==> src/rtl/deser_8b_32b.sv <==
// deser_8b_32b: rebuilds BYTES_PER_WORD-byte words from a byte stream
// produced by the matching serializer. Runs entirely in the clk_4f domain.
// A gap in valid_in while a word is partially collected aborts that word
// and raises frame_err for one cycle; a completed word updates data_out
// and raises valid_out for one cycle.
module deser_8b_32b #(
    parameter int BYTE_W         = 8,
    parameter int BYTES_PER_WORD = 4,
    parameter bit MSB_FIRST      = 1'b1
) (
    input  logic                             clk_4f,
    input  logic                             reset,
    input  logic [BYTE_W-1:0]                data_in,
    input  logic                             valid_in,
    output logic [BYTE_W*BYTES_PER_WORD-1:0] data_out,
    output logic                             valid_out,
    output logic                             word_active,
    output logic                             frame_err
);

    // BYTES_PER_WORD must be at least 2 so that a partial-word register exists.
    localparam int WORD_W = BYTE_W * BYTES_PER_WORD;
    localparam int PART_W = BYTE_W * (BYTES_PER_WORD - 1);
    localparam int CNT_W  = (BYTES_PER_WORD > 2) ? $clog2(BYTES_PER_WORD) : 1;
    localparam logic [CNT_W-1:0] LAST_CNT = CNT_W'(BYTES_PER_WORD - 1);

    // IDLE mirrors cnt==0, COLLECT mirrors cnt!=0.
    typedef enum logic {
        IDLE    = 1'b0,
        COLLECT = 1'b1
    } state_t;

    state_t            state;
    logic [CNT_W-1:0]  cnt;
    logic [PART_W-1:0] part_p0;

    // Append one byte to the partial word. MSB-first shifts older bytes up
    // and drops the new byte in the low slot; LSB-first shifts older bytes
    // down and drops the new byte in the high slot, so after the last byte
    // the first byte sits in bits [BYTE_W-1:0].
    function automatic logic [PART_W-1:0] append_byte(
        input logic [PART_W-1:0] part,
        input logic [BYTE_W-1:0] b
    );
        logic [PART_W-1:0] r;
        if (MSB_FIRST) begin
            r = (part << BYTE_W) | PART_W'(b);
        end else begin
            r = (part >> BYTE_W) | (PART_W'(b) << (PART_W - BYTE_W));
        end
        return r;
    endfunction

    // Combine the buffered bytes with the final byte into a full word.
    function automatic logic [WORD_W-1:0] finish_word(
        input logic [PART_W-1:0] part,
        input logic [BYTE_W-1:0] b
    );
        logic [WORD_W-1:0] w;
        if (MSB_FIRST) begin
            w = {part, b};
        end else begin
            w = {b, part};
        end
        return w;
    endfunction

    // Byte collection FSM with registered word, strobe and status outputs.
    // data_in is only looked at when valid_in is high, so garbage on an idle
    // bus never reaches any register.
    always_ff @(posedge clk_4f) begin
        if (reset) begin
            state       <= IDLE;
            cnt         <= '0;
            part_p0     <= '0;
            data_out    <= '0;
            valid_out   <= 1'b0;
            word_active <= 1'b0;
            frame_err   <= 1'b0;
        end else begin
            valid_out <= 1'b0;
            frame_err <= 1'b0;
            if (valid_in) begin
                if (cnt == LAST_CNT) begin
                    // Final byte: publish the word, no dead cycle before the next one.
                    data_out    <= finish_word(part_p0, data_in);
                    valid_out   <= 1'b1;
                    part_p0     <= '0;
                    cnt         <= '0;
                    state       <= IDLE;
                    word_active <= 1'b0;
                end else begin
                    part_p0     <= append_byte(part_p0, data_in);
                    cnt         <= cnt + CNT_W'(1);
                    state       <= COLLECT;
                    word_active <= 1'b1;
                end
            end else begin
                case (state)
                    COLLECT: begin
                        // Gap inside a word: drop the partial bytes, keep data_out.
                        frame_err   <= 1'b1;
                        part_p0     <= '0;
                        cnt         <= '0;
                        state       <= IDLE;
                        word_active <= 1'b0;
                    end
                    default: begin
                        state       <= IDLE;
                        word_active <= 1'b0;
                    end
                endcase
            end
        end
    end

endmodule
==> config.mk <==
export PLATFORM = sky130hd
export DESIGN_NAME = deser_8b_32b
export DESIGN_NICKNAME = d
export VERILOG_FILES = /design/src/rtl/deser_8b_32b.sv
export SDC_FILE = /design/constraint.sdc
export NUM_CORES = 1
export LEC_CHECK = 0
export ABC_AREA = 0
export CAP_MARGIN = 20
export CORE_AREA = 5 5 60 101
export DETAILED_ROUTE_END_ITERATION = 10
export DIE_AREA = 0 0 65 106
export PLACE_DENSITY = 0.77
export SLEW_MARGIN = 20
export SYNTH_ARGS = -nofsm -noshare
export SYNTH_HDL_FRONTEND = slang
export SYNTH_SLANG_ARGS = --single-unit
==> constraint.sdc <==
create_clock -name clk_4f -period 1.5 [get_ports clk_4f]
set_clock_uncertainty 0.1 [all_clocks]
set_input_delay 0.3 -clock clk_4f [delete_from_list [all_inputs] [get_ports clk_4f]]
set_output_delay 0.3 -clock clk_4f [all_outputs]
set_load 0.02 [all_outputs]
==> out/qor.yml, run 1 <==
yosys:
  ys_types: 21
  synthTopCellsByArea: "dfxtp_1 48%, a32o_1 9.4%, a21bo_1 6.6%"
  synth_xor_area_frac: 0
  synth_seq_cells: 61
  syn_nets: 258
  synth-simple-area-share: 0.153
  netlist_area_um2: 2570
  synth-adder-area-share: 0.00488
  synth_top_area_share: 0.476
  synth_edf_count: 0
  syn_area_per_cell_um2: 10.4
  yosys_warnings: 0
  syn_inst: 246
  synth_top_area_cell: "dfxtp_1"
  synth_top_family_by_area: "compound AO/OA/AOI/OAI gates"
  synthArstFlopShare: 0
  synth-seq-area-share: 0.476
  yosysMostFrequentCell: "dfxtp_1"
  ys.flop_type: "dfxtp_1"
  synth-compound-area-share: 0.285
  synthTopCellsByCount: "61 x dfxtp_1, 34 x a21oi_1, 32 x nand3_1, 24 x a32o_1, 17 x a21bo_1"
  synth_mux_area_frac: 0
outcome:
  status: "finished clean"
critical_path:
  crit_path_cell_trace: "clkdlybuf4s15_1"
  worstSetupEndpointType: "primary output"
  critPathMaxStageDelay_ns: 0.39
  crit_arrival_ns: 1.05
  r2r_slack_ns: 0.16
  startpoint_type: "flip-flop"
  critPathSlowestCell: "dfxtp_1"
  critPathKind: "flip-flop to primary output"
  cp_num_buf_inv: 1
  path_delay_family: "flip-flops"
  worstPathRequired_ns: 1.10
  cp_max_fo: 2
die:
  core_area_um2: 5210
  die_w_um: 65
  boundaryPins: 46
  die_h_um: 106
  rows: 35
  die_area_um2: 6890
  initial_core_util: 0.492
drt:
  firstDrtPassIters: 4
  vias_per_cell: 5.72
  dr_total_vias: 1984
  ant_nets: 0
  post_drt_wl_per_cell_um: 15.2
  wirelength_mm: 5.26
  drtIter0Drc: 102
  route.detailed.drc: 0
cts:
  cts_sinks: 61
  htree_levels: 3
  path_clk_slew_ns: 0.06
  postCtsSetupBuffers: 0
  postCtsHoldBufs: 0
  numCtsBuffers: 9
  tritoncts: "done"
  clk_path_buf_depth: 2
  clock-root-buffer: "clkbuf_8"
  insertion_delay_ns: 0.34
timing:
  max_freq_ghz: 0.689
  slew_violations: 0
  finalSetupViolations: 0
  setup-tns-final_ns: 0
  maxSlewHeadroom: 0.649
  fin_crit_ns: 1.45
  hold_viol: 0
  rsz0062_at_grt: "no"
  setup_ws_ns: 0.0478
  hold_slack_ns: 0.272
  tightest_slew_ns: 0.525
  layout_worst_path_cycle_share: 0.968
placed_design:
  place_area_um2: 3040
  dp_slack_ns: -0.145
  post-dp-hpwl_mm: 3.48
  portBuffers: 45
  gp_congestion: 0.718
final_layout:
  final_area_um2: 3200
  num_antenna_cells: 0
  drive_above_1_share: 0.168
  nets: 299
  syn_to_final_growth_pct: 24.8
power:
  p_leak_nw: 1.35
  power.density_nw_per_um2: 1060
  ir_drop_mv: 0.592
  design_power_total_mw: 3.40
global_routing:
  grt_pass1_vias: 1809
  grt_max_degree: 40
  grt_util_all_layers: 0.160
  antenna_found_initial: 0
  grt.overflow.total: 0
  grt_pass1_wl_mm: 8.66
job:
  drv_cap: 0
min_path:
  hp-class: "input port to flip-flop"
final timing paths:
path                startpoint  cells past startpoint            to
hold / removal        valid_in                      3     valid_out
hold reg to reg    part_p0[17]                      2  data_out[25]
setup reg to reg        cnt[0]                      4   part_p0[23]
setup / recovery  data_out[29]                      1  data_out[29]
final cells by class:
cell class	count	area [um2]
fillers	455	2010
flip-flops and latches	61	1220
multi-input cells	157	1140
repair buffers	58	566
clock buffers	12	165
well taps	55	68.8
clock inverters	4	45.0
logic make-up after synthesis:
family | after synthesis
AOI/OAI and AO/OA | 90
and+or+nand+nor | 66
DFF | 61
buffers and inverters | 28
adders and majority gates | 1
stage by stage:
step	util	instances
floorplan	-	246
global placement	0.582	331
detailed placement	0.582	331
CTS	0.614	347
global route	0.615	347
finish	0.615	347
sequential cells by signal, indices dropped and copies added (netlist names):
signal / cells
state: 1
valid_out: 1
part_p0: 24
cnt: 2
data_out: 32
frame_err: 1
where the power goes:
group / switching, mW / total [mW] / internal (mW) / leakage, nW
Sequential: 0.0213 / 1.67 / 1.65 / 0.494
Combinational: 0.127 / 0.225 / 0.0985 / 0.743
Clock: 0.606 / 1.50 / 0.894 / 0.112
per-layer routing:
layer	wire length (um)	track usage	vias to the layer above
met3	233	0.0275	12
met5	0	0	-
li1	-	-	982
met4	187	0.126	0
met1	2200	0.190	933
met2	2640	0.251	57
layout by cell type (no fill, tap or decap):
cell type / synthesis / layout
dfxtp_1: 61 / 61
a21oi_1: 34 / 34
dlygate4sd2_1: 0 / 34
nand3_1: 32 / 32
a32o_1: 24 / 24
a21bo_1: 17 / 17
nor2b_1: 16 / 16
a21bo_2: 15 / 15
clkbuf_8: 0 / 12
clkdlybuf4s50_1: 0 / 9
buf_4: 9 / 9
and2b_1: 8 / 8
buf_12: 0 / 5
clkinv_2: 0 / 3
or3b_1: 2 / 2
nand2_1: 2 / 2
nand2b_1: 1 / 1
nor2_2: 1 / 1
nor2_4: 1 / 1
nor2_1: 1 / 1
nor3b_2: 1 / 1
and2_1: 1 / 1
ha_2: 0 / 1
bufinv_16: 0 / 1
clkdlybuf4s15_1: 0 / 1
tightest hold or removal path: cells and delay by family:
family	cells	cell delay [ns]
buffers and inverters	1	0.23
AND/OR/NAND/NOR	2	0.13
what timing repair did:
item / in CTS / in global routing
gates cloned: 0 / 0
resized for setup: 35 / 1
endpoints found under the setup margin: 35 / 1
pin swaps: 0 / 0
(Power assumes the default switching activity.)
==> run 2, diff against run 1 <==
Settings changed: PLACE_DENSITY 0.77 to 0.85, SKIP_LAST_GASP from default to 1.
==> run 2 against run 1 <==
Against the previous run:
- routed wire length up 6.3%
- die area did not move
- cell area is 1.8% lower
- power is 9.5% lower
- utilization down 1.1 points
- non-clock buffer count up 1
- largest cell class unchanged
==> out/qor.yml, run 2 (synthesized netlist as in run 1, its figures left out) <==
cts:
  path_clk_slew_ns: 0.06
  postCtsSetupBuffers: 0
  insertion_delay_ns: 0.33
  clock-root-buffer: "clkbuf_8"
  clk_path_buf_depth: 2
  htree_levels: 3
  cts_sinks: 61
  numCtsBuffers: 9
  tritoncts: "done"
timing:
  slew_violations: 0
  tightest_slew_ns: 0.571
  hold_viol: 0
  fin_crit_ns: 1.43
  max_freq_ghz: 0.699
  maxSlewHeadroom: 0.618
  rsz0062_at_grt: "no"
  layout_worst_path_cycle_share: 0.954
  finalSetupViolations: 0
  setup_ws_ns: 0.0685
power:
  clockPowerShare: 0.382
  power.density_nw_per_um2: 977
  internal_power_mw: 2.34
  ir_drop_mv: 0.871
  p_comb_frac: 0.075
  power_frac_seq: 0.544
  netSwitchingPower_uw: 731
  p_sw_frac: 0.238
  p_leak_nw: 1.32
drt:
  vias_per_cell: 5.68
  firstDrtPassIters: 4
  dr_total_vias: 1981
  drtIter0Drc: 65
  wirelength_mm: 5.59
  ant_nets: 0
  post_drt_wl_per_cell_um: 16.0
  route.detailed.drc: 0
critical_path:
  worstPathRequired_ns: 1.10
  startpoint_type: "flip-flop"
  crit_arrival_ns: 1.03
  critPathSlowestCell: "dfxtp_1"
  worstSetupEndpointType: "primary output"
  critPathKind: "flip-flop to primary output"
  path_delay_family: "flip-flops"
  crit_path_cell_trace: "dlygate4sd2_1"
  critPathMaxStageDelay_ns: 0.36
  cp_num_buf_inv: 1
  cp_max_fo: 2
job:
  drv_cap: 0
die:
  initial_core_util: 0.492
  die_area_um2: 6890
  rows: 35
  core_area_um2: 5210
  boundaryPins: 46
  die_w_um: 65
  die_h_um: 106
placed_design:
  post-dp-hpwl_mm: 3.62
  place_area_um2: 3020
  portBuffers: 45
  gp_congestion: 0.752
  dp_slack_ns: -0.429
global_routing:
  antenna_found_initial: 0
  grt.overflow.total: 0
  grt_util_all_layers: 0.165
  grt_pass1_wl_mm: 8.93
  grt_pass1_vias: 1851
  grt_max_degree: 38
final_layout:
  final_common_cell: "dfxtp_1"
  drive_above_1_share: 0.156
  layout_common_cells: "61 x dfxtp_1, 35 x dlygate4sd2_1, 34 x a21oi_1"
  largest_reg_flops: 32
  top_register: "data_out"
  nets: 301
  top_regs: "data_out x32, part_p0 x24, cnt x2"
  syn_to_final_growth_pct: 22.6
  final_area_um2: 3150
  num_antenna_cells: 0
outcome:
  status: "finished clean"
min_path:
  hp-class: "input port to flip-flop"
[run 2: cell count changes in the layout (fill, tap and decap cells not counted)]
cell             change
buf_12               -2
nor2_2               -1
clkbuf_1             +5
nor2_4               +2
clkdlybuf4s15_1      -1
bufinv_16            -1
dlygate4sd2_1        +1
buf_4                +2
buf_6                +1
clkinv_2             -1
clkbuf_8             -3
[run 2: metal layers]
layer / track usage / up-vias / share of wire
met2: 0.275 / 49 / 0.52
li1: - / 980 / -
met4: 0.0847 / 0 / 0.027
met5: 0 / - / 0
met3: 0.0296 / 12 / 0.037
met1: 0.200 / 940 / 0.42
[run 2: through the flow]
stage	hold WS, ns	cells	total power, mW	util	setup TNS (ns)
2_1_floorplan	0.339	246	1.86	-	0
3_3_place_gp	0.355	332	1.92	0.579	-12.46
3_5_place_dp	0.353	332	1.93	0.579	-12.73
4_1_cts	0.323	348	3.09	0.601	-0.00297
5_1_grt	0.351	349	3.19	0.604	0
6_report	0.334	349	3.07	0.604	0
[run 2: final cells by class]
cell class,count,area (um2)
Sequential cell,61,1220
Tap cell,55,68.8
Clock inverter,2,10.0
Multi-Input combinational cell,158,1150
Clock buffer,14,143
Fill cell,440,2060
Timing Repair Buffer,59,551
[run 2: worst paths after layout]
path,end,slack [ns],from,depth (start not counted)
hold / removal,data_out[12],0.33,valid_in,3
setup reg to reg,part_p0[4],0.08,cnt[0],3
setup / recovery,data_out[30],0.07,data_out[30],1
hold reg to reg,data_out[26],0.36,part_p0[18],2
[run 2: power by group through the flow]
stage / Combinational [mW] / Clock [mW] / Sequential [mW]
final: 0.230 / 1.17 / 1.67
after global routing: 0.248 / 1.27 / 1.67
after CTS: 0.223 / 1.19 / 1.67
after detailed placement: 0.224 / 0 / 1.71
after global placement: 0.218 / 0 / 1.70
after floorplan: 0.154 / 0 / 1.71
[run 2: timing repair]
item,CTS,global route
hold endpoints to repair,0,0
cloned,0,1
pin swaps,0,1
gates resized for setup,36,2
hold buffers,0,0
endpoints found under the setup margin,60,30
==> run 3, diff against run 2 <==
Settings changed: CORE_AREA 5 5 60 101 to 2 2 63 89, DIE_AREA 0 0 65 106 to 0 0 65 91, SETUP_SLACK_MARGIN from default to 0.02.
==> run 3 against run 2 <==
Against the previous run:
- first-iteration DRC count grew 78%
- count of clock-buffer cells in the layout decreased by 3
- clock power grew 20%
- sequential power about the same
- final cell count grew 2.9%
- largest power group unchanged
==> out/qor.yml, run 3 (synthesized netlist as in run 1, its figures left out) <==
die:
  initial_core_util: 0.505
  die_area_um2: 5920
  core_area_um2: 5080
  boundaryPins: 46
  die_w_um: 65
  rows: 31
  die_h_um: 91
critical_path:
  critPathSlowestCell: "dfxtp_1"
  cp_max_fo: 2
  worstSetupEndpointType: "primary output"
  r2r_start: "cnt[0]"
  path_delay_family: "flip-flops"
  crit_path_cell_trace: "dlygate4sd2_1"
  critPathMaxStageDelay_ns: 0.35
  endpoint: "data_out[29]"
  crit_cells: 1
  worst-r2r-cell-count: 3
  worstSetupStartpoint: "data_out[29]"
  cp_num_buf_inv: 1
  critPathKind: "flip-flop to primary output"
  worstPathRequired_ns: 1.10
  crit_arrival_ns: 1.03
  r2r_end: "part_p0[9]"
  r2r_slack_ns: 0.08
  startpoint_type: "flip-flop"
final_layout:
  final_common_cell: "dfxtp_1"
  top_register: "data_out"
  largest_reg_flops: 32
  fin_util: 0.629
  final_area_um2: 3190
  top_regs: "data_out x32, part_p0 x24, cnt x2"
  final_cells: 359
  nets: 300
  layout_common_cells: "61 x dfxtp_1, 35 x dlygate4sd2_1, 34 x a21oi_1"
  multi_input_area_um2: 1160
  syn_to_final_growth_pct: 24.5
  drive_above_1_share: 0.167
  num_antenna_cells: 0
  seqCellArea_um2: 1220
  nFillCells: 403
outcome:
  status: "finished clean"
placed_design:
  dp.cells: 341
  post-dp-hpwl_mm: 3.24
  dp_slack_ns: -0.443
  portBuffers: 45
  place_area_um2: 3000
  gp_congestion: 0.734
global_routing:
  grt_pass1_wl_mm: 8.34
  grt_pass1_vias: 1762
  grt_util_all_layers: 0.180
  grt_max_degree: 66
  antenna_found_initial: 0
  grt.overflow.total: 0
timing:
  hold_viol: 0
  maxSlewHeadroom: 0.632
  finalSetupViolations: 0
  setup-tns-final_ns: 0
  hold_slack_ns: 0.301
  rsz0062_at_grt: "yes"
  tightest_slew_ns: 0.551
  slew_violations: 0
  max_freq_ghz: 0.699
  setup_ws_ns: 0.0690
  layout_worst_path_cycle_share: 0.954
  fin_crit_ns: 1.43
power:
  p_leak_nw: 1.34
  power.density_nw_per_um2: 1030
  design_power_total_mw: 3.30
  ir_drop_mv: 0.696
cts:
  cts_sinks: 61
  numCtsBuffers: 9
  path_clk_slew_ns: 0.06
  insertion_delay_ns: 0.33
  postCtsHoldBufs: 0
  clk_path_buf_depth: 2
  clock-root-buffer: "clkbuf_8"
  htree_levels: 3
  tritoncts: "done"
drt:
  ant_nets: 0
  post_drt_wl_per_cell_um: 14.7
  dr_total_vias: 2017
  drtIter0Drc: 116
  firstDrtPassIters: 4
  wirelength_mm: 5.27
  route.detailed.drc: 0
  vias_per_cell: 5.62
min_path:
  worstHoldStart: "valid_in"
  hp-class: "input port to flip-flop"
job:
  drv_cap: 0
## run 3: what timing repair did
item,in CTS,in global routing
cloned,0,2
buffers inserted,0,0
pin swaps,0,2
endpoints found under the setup margin,92,56
gates resized for setup,37,6
## run 3: area by class of cell
cell class	count	share of cell area
Timing Repair Buffer	57	0.169
Clock buffer	11	0.0443
Tap cell	66	0.0259
Clock inverter	5	0.0157
Sequential cell	61	0.382
Multi-Input combinational cell	159	0.363
## run 3: power by group
group / internal [mW] / leakage [nW] / total (mW) / switching (mW)
Clock: 0.800 / 0.103 / 1.40 / 0.600
Sequential: 1.65 / 0.494 / 1.67 / 0.0200
Combinational: 0.0973 / 0.741 / 0.232 / 0.135
## run 3: how the worst min path moves through the flow
stage | cells past startpoint | to | slack (ns)
floorplan | 2 | data_out[24] | 0.34
global placement | 2 | data_out[29] | 0.35
detailed placement | 2 | data_out[24] | 0.36
CTS | 3 | cnt[1] | 0.29
global route | 3 | cnt[1] | 0.36
finish | 3 | cnt[1] | 0.30
## run 3: per-layer routing
metal  vias to the layer above  wire, um  track usage
met3                         8       268       0.0471
li1                        984         -            -
met4                         0        69       0.0798
met5                         -         0            0
met2                        60      2720        0.284
met1                       965      2210        0.229
